--- src/rtl/rd_burst_pkg.sv ---
// Shared types and helpers for the read-burst master: FSM state encoding,
// bus length width and the byte-to-beat conversion used at request latch.
package rd_burst_pkg;

    typedef enum logic [1:0] {
        IDLE  = 2'd0,
        ADDR  = 2'd1,
        DATA  = 2'd2,
        DRAIN = 2'd3
    } rd_burst_state_t;

    localparam int AR_LEN_W = 8;
    localparam int TOTAL_W  = 16;

    // A zero-byte request still moves one beat so the requester always sees rd_done.
    function automatic logic [TOTAL_W-1:0] ceilBeats(input logic [15:0] lenBytes,
                                                     input int unsigned bytesPerBeat);
        logic [16:0] sum;
        sum = {1'b0, lenBytes} + 17'(bytesPerBeat - 1);
        if (lenBytes == 16'd0) begin
            ceilBeats = TOTAL_W'(1);
        end else begin
            ceilBeats = TOTAL_W'(sum / 17'(bytesPerBeat));
        end
    endfunction

endpackage

--- src/rtl/rd_burst_master_fifo.sv ---
// Return-data FIFO for the read-burst master: each entry holds one bus beat
// plus a tag bit marking the final beat of the request.
module rd_data_fifo #(
    parameter int WIDTH = 33,
    parameter int DEPTH = 4
) (
    input  logic             i_clk,
    input  logic             i_rst_n,
    input  logic             i_push,
    input  logic [WIDTH-1:0] i_pushData,
    input  logic             i_pop,
    output logic [WIDTH-1:0] o_popData,
    output logic             o_full,
    output logic             o_empty
);

    localparam int PTR_W = $clog2(DEPTH);
    localparam logic [PTR_W:0] PTR_ONE = (PTR_W + 1)'(1);

    logic [WIDTH-1:0] r_mem [DEPTH];
    logic [PTR_W:0]   r_wrPtr;
    logic [PTR_W:0]   r_rdPtr;
    logic             w_push;
    logic             w_pop;

    assign w_push = i_push && !o_full;
    assign w_pop  = i_pop && !o_empty;

    // Pointers carry one wrap bit so full and empty are distinguishable.
    always_ff @(posedge i_clk) begin
        if (!i_rst_n) begin
            r_wrPtr <= '0;
            r_rdPtr <= '0;
        end else begin
            if (w_push) begin
                r_wrPtr <= r_wrPtr + PTR_ONE;
            end
            if (w_pop) begin
                r_rdPtr <= r_rdPtr + PTR_ONE;
            end
        end
    end

    always_ff @(posedge i_clk) begin
        if (w_push) begin
            r_mem[r_wrPtr[PTR_W-1:0]] <= i_pushData;
        end
    end

    assign o_empty   = (r_wrPtr == r_rdPtr);
    assign o_full    = (r_wrPtr[PTR_W] != r_rdPtr[PTR_W]) &&
                       (r_wrPtr[PTR_W-1:0] == r_rdPtr[PTR_W-1:0]);
    assign o_popData = r_mem[r_rdPtr[PTR_W-1:0]];

endmodule

--- src/rtl/rd_burst_master.sv ---
// Read-side burst master: splits one line read into AR bursts and streams the
// returned beats upstream. Define RD_BURST_PROTO_CHK_EN to enable the r_last check.
module rd_burst_master
    import rd_burst_pkg::*;
#(
    parameter int ADDR_WIDTH = 32,
    parameter int DATA_WIDTH = 32,
    parameter int MAX_BURST  = 16,
    parameter int FIFO_DEPTH = 4
) (
    input  logic                  i_clk,
    input  logic                  i_rst_n,
    input  logic                  i_rd_req,
    output logic                  o_rd_gnt,
    input  logic [15:0]           i_rd_len,
    input  logic [ADDR_WIDTH-1:0] i_rd_addr,
    output logic [DATA_WIDTH-1:0] o_rd_data,
    output logic                  o_rd_valid,
    input  logic                  i_rd_ready,
    output logic                  o_rd_done,
    output logic                  o_ar_valid,
    input  logic                  i_ar_ready,
    output logic [ADDR_WIDTH-1:0] o_ar_addr,
    output logic [AR_LEN_W-1:0]   o_ar_len,
    input  logic                  i_r_valid,
    output logic                  o_r_ready,
    input  logic [DATA_WIDTH-1:0] i_r_data,
    input  logic                  i_r_last,
    output logic                  o_proto_err
);

    localparam int BYTES_PER_BEAT = DATA_WIDTH / 8;
    localparam int BEAT_SHIFT     = $clog2(BYTES_PER_BEAT);
    localparam logic [TOTAL_W-1:0] MAX_BURST_BEATS = TOTAL_W'(MAX_BURST);

    rd_burst_state_t           r_state;
    rd_burst_state_t           w_nextState;
    logic [ADDR_WIDTH-1:0]     r_addr;
    logic [TOTAL_W-1:0]        r_remain;
    logic [AR_LEN_W:0]         r_burstCount;
    logic                      r_arValid;
    logic [ADDR_WIDTH-1:0]     r_arAddr;
    logic [AR_LEN_W-1:0]       r_arLen;

    logic                      w_rdGnt;
    logic                      w_rReady;
    logic                      w_reqFire;
    logic                      w_arFire;
    logic                      w_push;
    logic                      w_pop;
    logic                      w_burstLastBeat;
    logic                      w_burstEnd;
    logic                      w_fifoFull;
    logic                      w_fifoEmpty;
    logic [DATA_WIDTH:0]       w_fifoHead;
    logic [ADDR_WIDTH-1:0]     w_base;
    logic [TOTAL_W-1:0]        w_totalBeats;
    logic [ADDR_WIDTH-1:0]     w_srcAddr;
    logic [TOTAL_W-1:0]        w_srcRemain;
    logic [TOTAL_W-1:0]        w_nextBurst;
    logic [AR_LEN_W:0]         w_burstBeats;
    logic [ADDR_WIDTH-1:0]     w_burstBytes;

    assign w_reqFire       = i_rd_req && w_rdGnt;
    assign w_arFire        = r_arValid && i_ar_ready;
    assign w_push          = i_r_valid && w_rReady;
    assign w_pop           = !w_fifoEmpty && i_rd_ready;
    assign w_burstLastBeat = (r_burstCount == (AR_LEN_W + 1)'(1));
    assign w_burstEnd      = w_push && w_burstLastBeat;

    assign w_base       = (i_rd_addr >> BEAT_SHIFT) << BEAT_SHIFT;
    assign w_totalBeats = ceilBeats(i_rd_len, BYTES_PER_BEAT);

    // The first burst is sized from the incoming request, later ones from the running counters.
    assign w_srcAddr    = (r_state == IDLE) ? w_base : r_addr;
    assign w_srcRemain  = (r_state == IDLE) ? w_totalBeats : r_remain;
    assign w_nextBurst  = (w_srcRemain > MAX_BURST_BEATS) ? MAX_BURST_BEATS : w_srcRemain;
    assign w_burstBeats = {1'b0, r_arLen} + (AR_LEN_W + 1)'(1);
    assign w_burstBytes = ADDR_WIDTH'(w_burstBeats) << BEAT_SHIFT;

    always_ff @(posedge i_clk) begin
        if (!i_rst_n) begin
            r_state <= IDLE;
        end else begin
            r_state <= w_nextState;
        end
    end

    always_comb begin
        w_nextState = r_state;
        w_rdGnt     = 1'b0;
        w_rReady    = 1'b0;
        case (r_state)
            IDLE: begin
                w_rdGnt = 1'b1;
                if (i_rd_req) begin
                    w_nextState = ADDR;
                end
            end
            ADDR: begin
                if (w_arFire) begin
                    w_nextState = DATA;
                end
            end
            DATA: begin
                w_rReady = !w_fifoFull;
                if (w_burstEnd) begin
                    w_nextState = (r_remain != '0) ? ADDR : DRAIN;
                end
            end
            DRAIN: begin
                if (w_fifoEmpty) begin
                    w_nextState = IDLE;
                end
            end
            default: begin
                w_nextState = IDLE;
            end
        endcase
    end

    // r_remain counts beats not yet requested on AR; r_burstCount counts beats still due in this burst.
    always_ff @(posedge i_clk) begin
        if (!i_rst_n) begin
            r_addr       <= '0;
            r_remain     <= '0;
            r_burstCount <= '0;
            r_arValid    <= 1'b0;
            r_arAddr     <= '0;
            r_arLen      <= '0;
        end else begin
            r_arValid <= (w_nextState == ADDR);
            if (w_reqFire) begin
                r_addr   <= w_base;
                r_remain <= w_totalBeats;
            end
            if ((w_nextState == ADDR) && (r_state != ADDR)) begin
                r_arAddr <= w_srcAddr;
                r_arLen  <= AR_LEN_W'(w_nextBurst - TOTAL_W'(1));
            end
            if (w_arFire) begin
                r_addr       <= r_arAddr + w_burstBytes;
                r_remain     <= r_remain - TOTAL_W'(w_burstBeats);
                r_burstCount <= w_burstBeats;
            end else if (w_push) begin
                r_burstCount <= r_burstCount - (AR_LEN_W + 1)'(1);
            end
        end
    end

    rd_data_fifo #(
        .WIDTH (DATA_WIDTH + 1),
        .DEPTH (FIFO_DEPTH)
    ) u_fifo (
        .i_clk      (i_clk),
        .i_rst_n    (i_rst_n),
        .i_push     (w_push),
        .i_pushData ({w_burstLastBeat && (r_remain == '0), i_r_data}),
        .i_pop      (w_pop),
        .o_popData  (w_fifoHead),
        .o_full     (w_fifoFull),
        .o_empty    (w_fifoEmpty)
    );

    assign o_rd_gnt   = w_rdGnt;
    assign o_r_ready  = w_rReady;
    assign o_rd_valid = !w_fifoEmpty;
    assign o_rd_data  = w_fifoEmpty ? '0 : w_fifoHead[DATA_WIDTH-1:0];
    assign o_rd_done  = !w_fifoEmpty && w_fifoHead[DATA_WIDTH];
    assign o_ar_valid = r_arValid;
    assign o_ar_addr  = r_arAddr;
    assign o_ar_len   = r_arLen;

`ifdef RD_BURST_PROTO_CHK_EN
    logic r_protoErr;
    logic w_protoViolation;

    assign w_protoViolation = (w_push && (i_r_last != w_burstLastBeat)) ||
                              (i_r_valid && ((r_state == IDLE) || (r_state == ADDR)));

    always_ff @(posedge i_clk) begin
        if (!i_rst_n) begin
            r_protoErr <= 1'b0;
        end else if (w_protoViolation) begin
            r_protoErr <= 1'b1;
        end
    end

    assign o_proto_err = r_protoErr;
`else
    logic w_unusedRLast;
    assign w_unusedRLast = i_r_last;
    assign o_proto_err   = 1'b0;
`endif

endmodule

--- config.mk ---
export PLATFORM = sky130hd
export DESIGN_NAME = rd_burst_master
export DESIGN_NICKNAME = d
export VERILOG_FILES = /design/src/rtl/rd_burst_pkg.sv /design/src/rtl/rd_burst_master_fifo.sv /design/src/rtl/rd_burst_master.sv
export SDC_FILE = /design/constraint.sdc
export NUM_CORES = 1
export LEC_CHECK = 0
export CELL_PAD_IN_SITES_DETAIL_PLACEMENT = 1
export CELL_PAD_IN_SITES_GLOBAL_PLACEMENT = 2
export CORE_MARGIN = 2
export CORE_UTILIZATION = 36
export DETAILED_ROUTE_END_ITERATION = 7
export PLACE_DENSITY_LB_ADDON = 0.1
export SETUP_SLACK_MARGIN = 0.05
export SKIP_LAST_GASP = 1
export SYNTH_ARGS = -nofsm -noshare
export SYNTH_HDL_FRONTEND = slang
export SYNTH_SLANG_ARGS = --single-unit
--- constraint.sdc ---
create_clock -name i_clk -period 5 [get_ports i_clk]
set_input_delay 1.5 -clock i_clk [delete_from_list [all_inputs] [get_ports i_clk]]
set_output_delay 1.5 -clock i_clk [all_outputs]
set_load 0.03 [all_outputs]
==> results of run 1 <==
power groups by stage:
stage	Clock (µW)	Combinational, µW	Sequential [µW]
2_1_floorplan	0	499	2310
3_3_place_gp	0	845	2290
3_5_place_dp	0	853	2290
4_1_cts	1990	861	2250
5_1_grt	2070	940	2260
6_report	1930	849	2250
per-stage QoR:
stage | util [%] | cell area (µm²)
floorplan | - | 11900
global placement | 43.1 | 14000
detailed placement | 43.1 | 14000
CTS | 45.7 | 14900
global route | 45.7 | 14900
finish | 45.7 | 14900
Yosys cell counts (3+ instances only):
cell type	count
a211oi_1	25
a21o_1	3
a21oi_1	37
a311oi_1	20
a311oi_2	19
a31oi_1	6
and2_1	45
and3_1	20
and4_1	4
buf_1	6
buf_4	5
buf_6	3
clkbuf_1	49
dfxtp_1	108
edfxtp_1	132
ha_1	27
inv_1	21
mux2i_1	6
mux4_2	33
nand2_1	170
nand2b_1	5
nand3_1	35
nand3b_1	3
nand4_1	7
nand4b_1	3
nor2_1	94
nor2b_1	4
nor3_1	19
nor4_1	10
o2111ai_1	3
o211a_1	3
o211ai_1	10
o21a_1	11
o21ai_0	26
o21ai_1	3
o31a_1	7
or3_1	7
or4_1	9
xnor2_1	22
xor2_1	35
worst reg2reg max path, delay by kind of cell (launching register included):
kind            cells  cell delay (ns)
simple gates        3             1.49
compound gates      2             0.50
mux                 1             0.43
buf+inv             1             0.38
flops               1             0.33
fa+ha+maj           1             0.25
final timing paths:
check / from / endpoint / slack, ns / depth (start not counted)
min reg2reg: r_addr[1] / o_ar_addr[1] / 0.47 / 2
min: r_addr[1] / o_ar_addr[1] / 0.47 / 2
max reg2reg: r_state[1] / o_ar_len[2] / 1.54 / 8
max: u_fifo.r_rdPtr[0] / o_rd_data[11] / 0.60 / 4
state kept, by name (all words and copies together) (netlist names), named ones only:
name and count:
u_fifo.r_wrPtr 3, r_state 2, o_ar_valid 1, u_fifo.r_rdPtr 3, o_ar_len 8, r_burstCount 9, u_fifo.r_mem 132, r_remain 16
r_addr 32, o_ar_addr 32
final cells by class:
class                      instances  area (µm²)  share of cell area, %
clock buffer                      36         752                   5.05
tap                              442         553                   3.72
multi-input combinational        774        5400                   36.3
sequential                       240        6130                   41.2
clock inverter                    15         119                  0.799
inverter                          22        85.1                  0.572
timing repair buffer             189        1840                   12.4
metal layers:
| layer | part of all wire, % | GRT usage (%) | up-vias | wire length, µm |
|---|---|---|---|---|
| li1 | - | - | 4377 | - |
| met4 | 1.1 | 3.21 | 2 | 371 |
| met3 | 3.8 | 2.58 | 36 | 1270 |
| met5 | 0.042 | 0 | - | 14 |
| met1 | 48 | 26.7 | 4419 | 15900 |
| met2 | 47 | 32.9 | 170 | 15800 |
cell families after synthesis:
| kind of cell | after synthesis |
|---|---|
| AOI/OAI and AO/OA | 197 |
| xor gates and xnor gates | 57 |
| adders and majority gates | 29 |
| buffers and inverters | 89 |
| DFF | 240 |
| muxes | 39 |
| other | 1 |
| and+or+nand+nor | 451 |
==> flow_metrics.tcl, run 1 <==
set metrics [dict create \
    critical-path-top-delay-family "simple AND/OR/NAND/NOR gates" \
    syn_nets 1219 \
    postSynthCellCount 1103 \
    vias_per_cell 5.24 \
    netlist_area_um2 11900 \
    core_um2 32500 \
    firstDrtPassIters 4 \
    seqPwrFrac_pct 44.7 \
    grt_pass1_vias 9250 \
    drive_gt1_share_pct 11.4 \
    whs_ns 0.465 \
    dpl.hpwl_um 22400 \
    timing.fmax_mhz 227 \
    postCtsHoldBufs 0 \
    fp-row-count 66 \
    synth_top_family_by_area "simple AND/OR/NAND/NOR gates" \
    grt-ovfl-total 0 \
    p_int_uw 3630 \
    yosysWarnings 0 \
    place_ws_ns 0.126 \
    cts_resized 0 \
    synth_compound_area_share_pct 13.0 \
    power_frac_clock_pct 38.4 \
    die_area_um2 34600 \
    first_iter_violations 420 \
    layoutNonFillerInstCount 1718 \
    synth-xor-area-share_pct 4.19 \
    yosys-top-cells-area "edfxtp_1 (33%), dfxtp_1 (18%), mux4_2 (6.2%)" \
    crit_chain "xor2_1 > or3b_2 > and2_1 > clkdlybuf4s50_1" \
    cts_tree "built" \
    max-vdd-ir-drop_mv 0.223 \
    max_stage_delay_ns 0.69 \
    io_pins 165 \
    cts-root-buf "clkbuf_16" \
    synthAdderAreaFrac_pct 3.17 \
    setup_tns_ns 0 \
    tightestPinTransition_ns 1.03 \
    setup-violations-final 0 \
    comb_power_share_pct 16.9 \
    hold_class "reg -> reg" \
    cp_max_fo 38 \
    layout_common_cells "nand2_1 (169), clkdlybuf4s50_1 (160), edfxtp_1 (132), dfxtp_1 (107), nor2_1 (94)" \
    cts_buffer_depth 3 \
    area.growth.synth_to_final_pct 24.9 \
    p_per_area_nw_per_um2 338 \
    dp_cells 1667 \
    netSwitchingFraction_pct 27.7 \
    start_kind "flop" \
    p_switching_uw 1390 \
    cp-end-kind "primary output" \
    fp.dieW_um 186 \
    place_congestion 0.773 \
    fillCellCount 3525 \
    cp_num_buf_inv 1 \
    grt_max_degree 55 \
    synth_top_cell_by_area "edfxtp_1" \
    arrival_ns 2.90 \
    start_util_pct 36.6 \
    p_total_uw 5020 \
    drtAntennaViolNets 0 \
    slew_violations 0 \
    fin_ws_ns 0.595 \
    h-tree-depth 1 \
    status "finished, final reports clean" \
    numCtsBuffers 28 \
    synthSimpleGateAreaFrac_pct 18.1 \
    critPathKind "reg -> out" \
    antenna_found_initial 1 \
    required_ns 3.50 \
    synth_top_area_share_pct 33.3 \
    synth_cell_type_count 76 \
    clkLatencyLatePin_ns 0.54 \
    ys.flop_type "edfxtp_1" \
    crit_slowest_cell "or3b_2" \
    final_common_cell "nand2_1" \
    fp.dieH_um 186 \
    diodes 0 \
    grt_setup_unrepaired "no" \
    hold_viol 0 \
    leakage_uw 0.00512 \
    io_buffer_count 160 \
    synth_seq_area_share_pct 51.4 \
    dr_total_vias 9004 \
    fin_skew_ns 0.0174 \
    grt_use_total_pct 19.3 \
    numClockSinks 240 \
    synth_mux_area_share_pct 6.74 \
    finalCriticalPeriod_ns 4.40 \
    nNetsFinal 1371 \
    slew_headroom_pct 30.2 \
    avgSynthCellArea_um2 10.8 \
    wire_per_inst_um 19.4 \
    drc 0 \
    async_flop_share_pct 0 \
    yosys_register_bits 240 \
    cap_violations 0 \
    finalCritPeriodShare_pct 88.1 \
    clk_pin_slew_ns 0.06 \
    drt_wl_total_um 33300 \
    grt_pass1_wl_um 52300 \
    cts_setup_buffers 0 \
    synth-edff-count 132 \
]
No activity file was read; power rests on OpenSTA's default activity.
==> run 2: changes to the inputs <==
PLACE_DENSITY_LB_ADDON = 0.08   (was 0.1)
==> run 2 against run 1 <==
Against the previous run:
- first-iteration DRC count decreased by 17%
- critical path depth unchanged
- critical path type unchanged
- sequential cell count unchanged
- maximum frequency about the same
- final area decreased by 0.30%
- clock skew increased by 0.0047 ns
- non-clock buffer count decreased by 6
- via count decreased by 0.28%
- sequential share of layout area increased by 0.13 points
==> flow_metrics.tcl, run 2 (same netlist as run 1, synthesis figures left out) <==
set metrics [dict create \
    cts_resized 0 \
    regToRegSetupSlack_ns 1.49 \
    drtAntennaViolNets 0 \
    io_buffer_count 160 \
    wire_per_inst_um 19.3 \
    hold_class "reg -> reg" \
    fillCellCount 3542 \
    layout_common_cells "nand2_1 (169), clkdlybuf4s50_1 (160), edfxtp_1 (132), dfxtp_1 (107), nor2_1 (94)" \
    rr_endpoint "r_addr[25]" \
    dr_total_vias 8979 \
    clkLatencyLatePin_ns 0.54 \
    status "finished, final reports clean" \
    firstDrtPassIters 4 \
    first_iter_violations 349 \
    met3_usage_pct 2.35 \
    grt_setup_unrepaired "no" \
    final_core_util_pct 45.6 \
    fp-row-count 66 \
    cp-end-kind "primary output" \
    crit_cells 4 \
    fp.dieH_um 186 \
    max-vdd-ir-drop_mv 0.232 \
    timing.fmax_mhz 227 \
    io_pins 165 \
    gr-max-usage-layer "met2" \
    crit_chain "xnor2_1 > or3b_2 > and2_1 > clkdlybuf4s50_1" \
    cts-root-buf "clkbuf_16" \
    reg2reg_depth 11 \
    clk_pin_slew_ns 0.06 \
    setup_tns_ns 0 \
    cts_tree "built" \
    critPathKind "reg -> out" \
    cap_violations 0 \
    core_um2 32500 \
    crit_slowest_cell "or3b_2" \
    grt_use_total_pct 19.0 \
    setup-violations-final 0 \
    use_met2_pct 32.3 \
    start_kind "flop" \
    cp_num_buf_inv 1 \
    p_int_uw 3620 \
    hold_start "r_addr[0]" \
    crit-reg2reg-launch "o_ar_len[0]" \
    grt_max_degree 42 \
    area.growth.synth_to_final_pct 24.5 \
    numClockSinks 240 \
    cts_setup_buffers 0 \
    grt_pass1_vias 9113 \
    max_stage_delay_ns 0.82 \
    postCtsHoldBufs 0 \
    h-tree-depth 1 \
    multi_input_area_um2 5400 \
    tightestPinTransition_ns 0.890 \
    slew_violations 0 \
    finalCriticalPeriod_ns 4.40 \
    drt_wl_total_um 32900 \
    arrival_ns 2.90 \
    critical-path-top-delay-family "simple AND/OR/NAND/NOR gates" \
    cp_max_fo 38 \
    comb_power_share_pct 16.8 \
    final_common_cell "nand2_1" \
    whs_path_depth 2 \
    p_switching_uw 1400 \
    finalCritPeriodShare_pct 88.1 \
    slew_headroom_pct 40.2 \
    diodes 0 \
    grt_pass1_wl_um 51500 \
    power_frac_clock_pct 38.5 \
    place_congestion 0.788 \
    regArea_um2 6130 \
    start_util_pct 36.6 \
    cts_buffer_depth 3 \
    p_per_area_nw_per_um2 338 \
    hold_viol 0 \
    grt-ovfl-total 0 \
    hold_end "r_addr[0]" \
    netSwitchingFraction_pct 28.0 \
    required_ns 3.50 \
    nNetsFinal 1364 \
    numCtsBuffers 27 \
    leakage_uw 0.00509 \
    largest_register_ff_count 132 \
    seqPwrFrac_pct 44.7 \
    dpl.hpwl_um 22100 \
    drc 0 \
    drive_gt1_share_pct 11.0 \
    antenna_found_initial 1 \
    vias_per_cell 5.25 \
    grt_use_met1_pct 26.0 \
    fp.dieW_um 186 \
    die_area_um2 34600 \
    fin_skew_ns 0.0221 \
]
run 2: changes by cell type in the layout (fill, tap and decap cells not counted), sizes merged:
cell	previous run	this run
clkbuf	36	31
buf	29	23
clkinv	6	8
bufinv	1	2
run 2: worst max-delay path by stage:
stage	end	slack (ns)	startpoint
floorplan	o_ar_len[2]	0.80	i_rd_len[10]
global placement	o_ar_len[2]	0.15	i_rd_len[11]
detailed placement	o_ar_len[2]	0.09	i_rd_len[11]
CTS	o_rd_data[1]	0.52	u_fifo.r_wrPtr[0]
global route	o_rd_data[1]	0.43	u_fifo.r_wrPtr[0]
finish	o_rd_data[1]	0.60	u_fifo.r_wrPtr[2]
run 2: cell type report:
class,count,share of cell area [%]
inverters,22,0.574
multi-input cells,774,36.4
well taps,442,3.73
clock inverters,18,1.13
flip-flops and latches,240,41.3
clock buffers,31,4.66
repair buffers,183,12.2
run 2: power by group through the flow:
stage / Combinational (µW) / Clock, µW / Sequential, µW
after floorplan: 499 / 0 / 2310
after global placement: 838 / 0 / 2280
after detailed placement: 849 / 0 / 2290
after CTS: 854 / 1990 / 2240
after global routing: 930 / 2070 / 2260
final: 842 / 1930 / 2240
run 2: worst reg2reg max path: stages, from the launching register on:
cell     delay, ns
dfxtp_1       0.52
ha_1          0.25
nand3_1       0.12
nor2_1        0.19
nand3_1       0.27
inv_1         0.18
ha_1          0.21
a21oi_1       0.14
o21ai_1       0.73
o21ai_0       0.31
or3_1         0.37
a31oi_1       0.15
run 2: metal layers:
layer / part of all wire (%) / routed length, µm / vias up
met5: 0.039 / 13 / -
met4: 1.6 / 522 / 2
met3: 3.8 / 1250 / 37
met2: 47 / 15400 / 161
met1: 48 / 15700 / 4415
li1: - / - / 4364
run 2: through the flow:
step / instance area [µm²] / hold WS, ns / setup slack [ns] / instances / total power [µW]
after floorplan: 11900 / 0.437 / 0.801 / 1103 / 2810
after global placement: 14000 / 0.450 / 0.151 / 1661 / 3120
after detailed placement: 14000 / 0.464 / 0.0947 / 1661 / 3140
after CTS: 14800 / 0.473 / 0.520 / 1710 / 5090
after global routing: 14800 / 0.498 / 0.430 / 1710 / 5260
final: 14800 / 0.468 / 0.596 / 1710 / 5020
==> run 3: changes to the inputs <==
SYNTH_HIERARCHICAL = 1   (was unset)
==> run 3 against run 2 <==
Against the previous run:
- final cell count increased by 1.8%
- largest power group unchanged
- sequential cell count stayed put
- die area fell by 0.34%
- utilization up 0.25 points
- clock power rose by 5%
- clock-buffer cell count stayed put
- register-to-register slack about the same
- sequential power is 4% higher
- sequential share of layout area is 0.22 points lower
- maximum frequency is essentially flat
- critical path type unchanged
- first-iteration DRC count grew 6.9%
- critical path depth unchanged
- critical endpoint is now o_rd_data[20]
==> flow_metrics.tcl, run 3 <==
set metrics [dict create \
    dr_total_vias 9175 \
    critPathKind "reg -> out" \
    grt_pass1_wl_um 54000 \
    placed_area_um2 14000 \
    clk_pin_slew_ns 0.06 \
    crit_chain "buf_4 > mux4_2 > nor2b_1 > clkdlybuf4s50_1" \
    crit_cells 4 \
    cts_setup_buffers 0 \
    reg2reg_depth 11 \
    synth_seq_area_share_pct 51.6 \
    area.growth.synth_to_final_pct 25.6 \
    drt_wl_total_um 34500 \
    slew_headroom_pct 49.0 \
    drc 0 \
    crit_path_end "o_rd_data[20]" \
    arrival_ns 2.90 \
    yosysWarnings 6 \
    synth_top_cell_by_area "edfxtp_1" \
    p_switching_uw 1890 \
    dp_cells 1688 \
    start_kind "flop" \
    fp.dieH_um 186 \
    netSwitchingFraction_pct 31.5 \
    regToRegSetupSlack_ns 1.49 \
    drive_gt1_share_pct 9.95 \
    fp.dieW_um 186 \
    place_congestion 0.810 \
    cts_resized 0 \
    hold_class "reg -> reg" \
    leakage_uw 0.00514 \
    final_core_util_pct 45.8 \
    nNetsFinal 1391 \
    yosys-top-cells-area "edfxtp_1 (33%), dfxtp_1 (18%), mux4_2 (6.3%)" \
    cts_buffer_depth 3 \
    grt-ovfl-total 0 \
    firstDrtPassIters 7 \
    grt_setup_unrepaired "no" \
    rr_endpoint "o_ar_addr[30]" \
    status "finished, final reports clean" \
    crit-reg2reg-launch "u_fifo/r_wrPtr[0]" \
    antenna_found_initial 5 \
    grt_pass1_vias 9403 \
    numCtsBuffers 27 \
    wire_per_inst_um 19.8 \
    synth-edff-count 132 \
    finalCritPeriodShare_pct 88.1 \
    power_frac_clock_pct 34.0 \
    netlist_area_um2 11900 \
    tightestPinTransition_ns 0.765 \
    comb_power_share_pct 27.0 \
    whs_ns 0.468 \
    cp_num_buf_inv 2 \
    fillCellCount 3568 \
    cts-root-buf "clkbuf_16" \
    final_cell_area_um2 14900 \
    fin_skew_ns 0.0167 \
    dpl.hpwl_um 23700 \
    fp-row-count 66 \
    core_um2 32500 \
    final_common_cell "nand2_1" \
    setup-violations-final 0 \
    grt_max_degree 62 \
    max-vdd-ir-drop_mv 0.247 \
    postCtsHoldBufs 0 \
    timing.fmax_mhz 227 \
    vias_per_cell 5.27 \
    required_ns 3.50 \
    start_util_pct 36.5 \
    async_flop_share_pct 0 \
    largest_register_ff_count 132 \
    critical-path-top-delay-family "buffers and inverters" \
    yosys_register_bits 240 \
    p_int_uw 4090 \
    ys.flop_type "edfxtp_1" \
    syn_nets 1235 \
    layoutNonFillerInstCount 1740 \
    die_area_um2 34500 \
    postSynthCellCount 1119 \
    avgSynthCellArea_um2 10.6 \
    slew_violations 0 \
    h-tree-depth 1 \
    cp-end-kind "primary output" \
    hold_viol 0 \
    clkLatencyLatePin_ns 0.55 \
    max_stage_delay_ns 0.68 \
    yosysMostFrequentCell "nand2_1" \
    cp_max_fo 14 \
    grt_use_total_pct 20.1 \
    seqPwrFrac_pct 39.1 \
    drtAntennaViolNets 0 \
    p_per_area_nw_per_um2 401 \
    finalCriticalPeriod_ns 4.40 \
    io_pins 165 \
    numClockSinks 240 \
    layout_common_cells "nand2_1 (167), clkdlybuf4s50_1 (160), edfxtp_1 (132), dfxtp_1 (107), nor2_1 (87)" \
    setup_tns_ns 0 \
    io_buffer_count 160 \
    synth_cell_type_count 70 \
    cap_violations 0 \
    cts_tree "built" \
    first_iter_violations 373 \
    crit_slowest_cell "dfxtp_2" \
    synth_commonest_cells "nand2_1 (168), edfxtp_1 (132), dfxtp_1 (108), nor2_1 (88), a21oi_1 (47)" \
    synth_top_area_share_pct 33.4 \
]
## run 3: cell count changes after synthesis, sizes merged, moves of 8 or more
cell,change
and2,-34
nor2b,+34
xnor2,+16
xor2,-12
a21oi,+10
and3,-9
inv,+9
or4,-8
## run 3: worst min-delay path by stage
stage	start	to	slack, ns	cells after the start
after floorplan	r_addr[0]	o_ar_addr[0]	0.43	2
final	r_addr[0]	o_ar_addr[0]	0.47	2
after global placement	r_addr[1]	o_ar_addr[1]	0.45	2
after detailed placement	r_addr[1]	o_ar_addr[1]	0.46	2
after CTS	r_addr[1]	o_ar_addr[1]	0.47	2
after global routing	r_addr[22]	o_ar_addr[22]	0.50	2
## run 3: logic make-up (layout without fill, tap and decap cells)
| logic type | Yosys count | count (layout) | share of synthesized area, % |
|---|---|---|---|
| simple gates | 440 | 440 | 17.7 |
| fa+ha+maj | 29 | 29 | 3.18 |
| xor+xnor | 61 | 61 | 4.50 |
| compound gates | 211 | 211 | 12.6 |
| buf+inv | 95 | 272 | 3.39 |
| other cells | 1 | 3 | 0.0316 |
| mux | 42 | 42 | 7.02 |
| flops | 240 | 240 | 51.6 |
## run 3: layout make-up
type | instances | area (µm²) | area share, %
clock buffer | 31 | 691 | 4.63
clock inverter | 19 | 210 | 1.41
tap | 442 | 553 | 3.71
antenna | 2 | 5.00 | 0.0336
sequential | 240 | 6130 | 41.1
inverter | 31 | 116 | 0.780
multi-input combinational | 784 | 5370 | 36.0
timing repair buffer | 191 | 1850 | 12.4
## run 3: power by group through the flow
stage | clock network (µW) | registers [µW] | logic, µW
2_1_floorplan | 0 | 2390 | 1020
3_3_place_gp | 0 | 2380 | 1610
3_5_place_dp | 0 | 2380 | 1630
4_1_cts | 2090 | 2340 | 1640
5_1_grt | 2160 | 2360 | 1760
6_report | 2030 | 2330 | 1610
## run 3: layer usage
metal  vias to the layer above  track usage [%]  wire length [µm]
li1                       4459                -                 -
met1                      4521             26.4             15700
met4                         6             3.72               492
met2                       149             35.5             16800
met3                        40             2.95              1450
met5                         -                0                35
## run 3: metrics by stage
step / setup slack [ns] / total power [µW]
6_report: 0.596 / 5980
5_1_grt: 0.385 / 6280
4_1_cts: 0.510 / 6060
3_5_place_dp: 0.222 / 4010
3_3_place_gp: 0.250 / 3990
2_1_floorplan: 0.940 / 3410
## run 3: worst min-delay path, cell delays in order, from the launching register on
cell,delay (ns)
dfxtp_1,0.31
nand2_1,0.05
a21oi_1,0.05
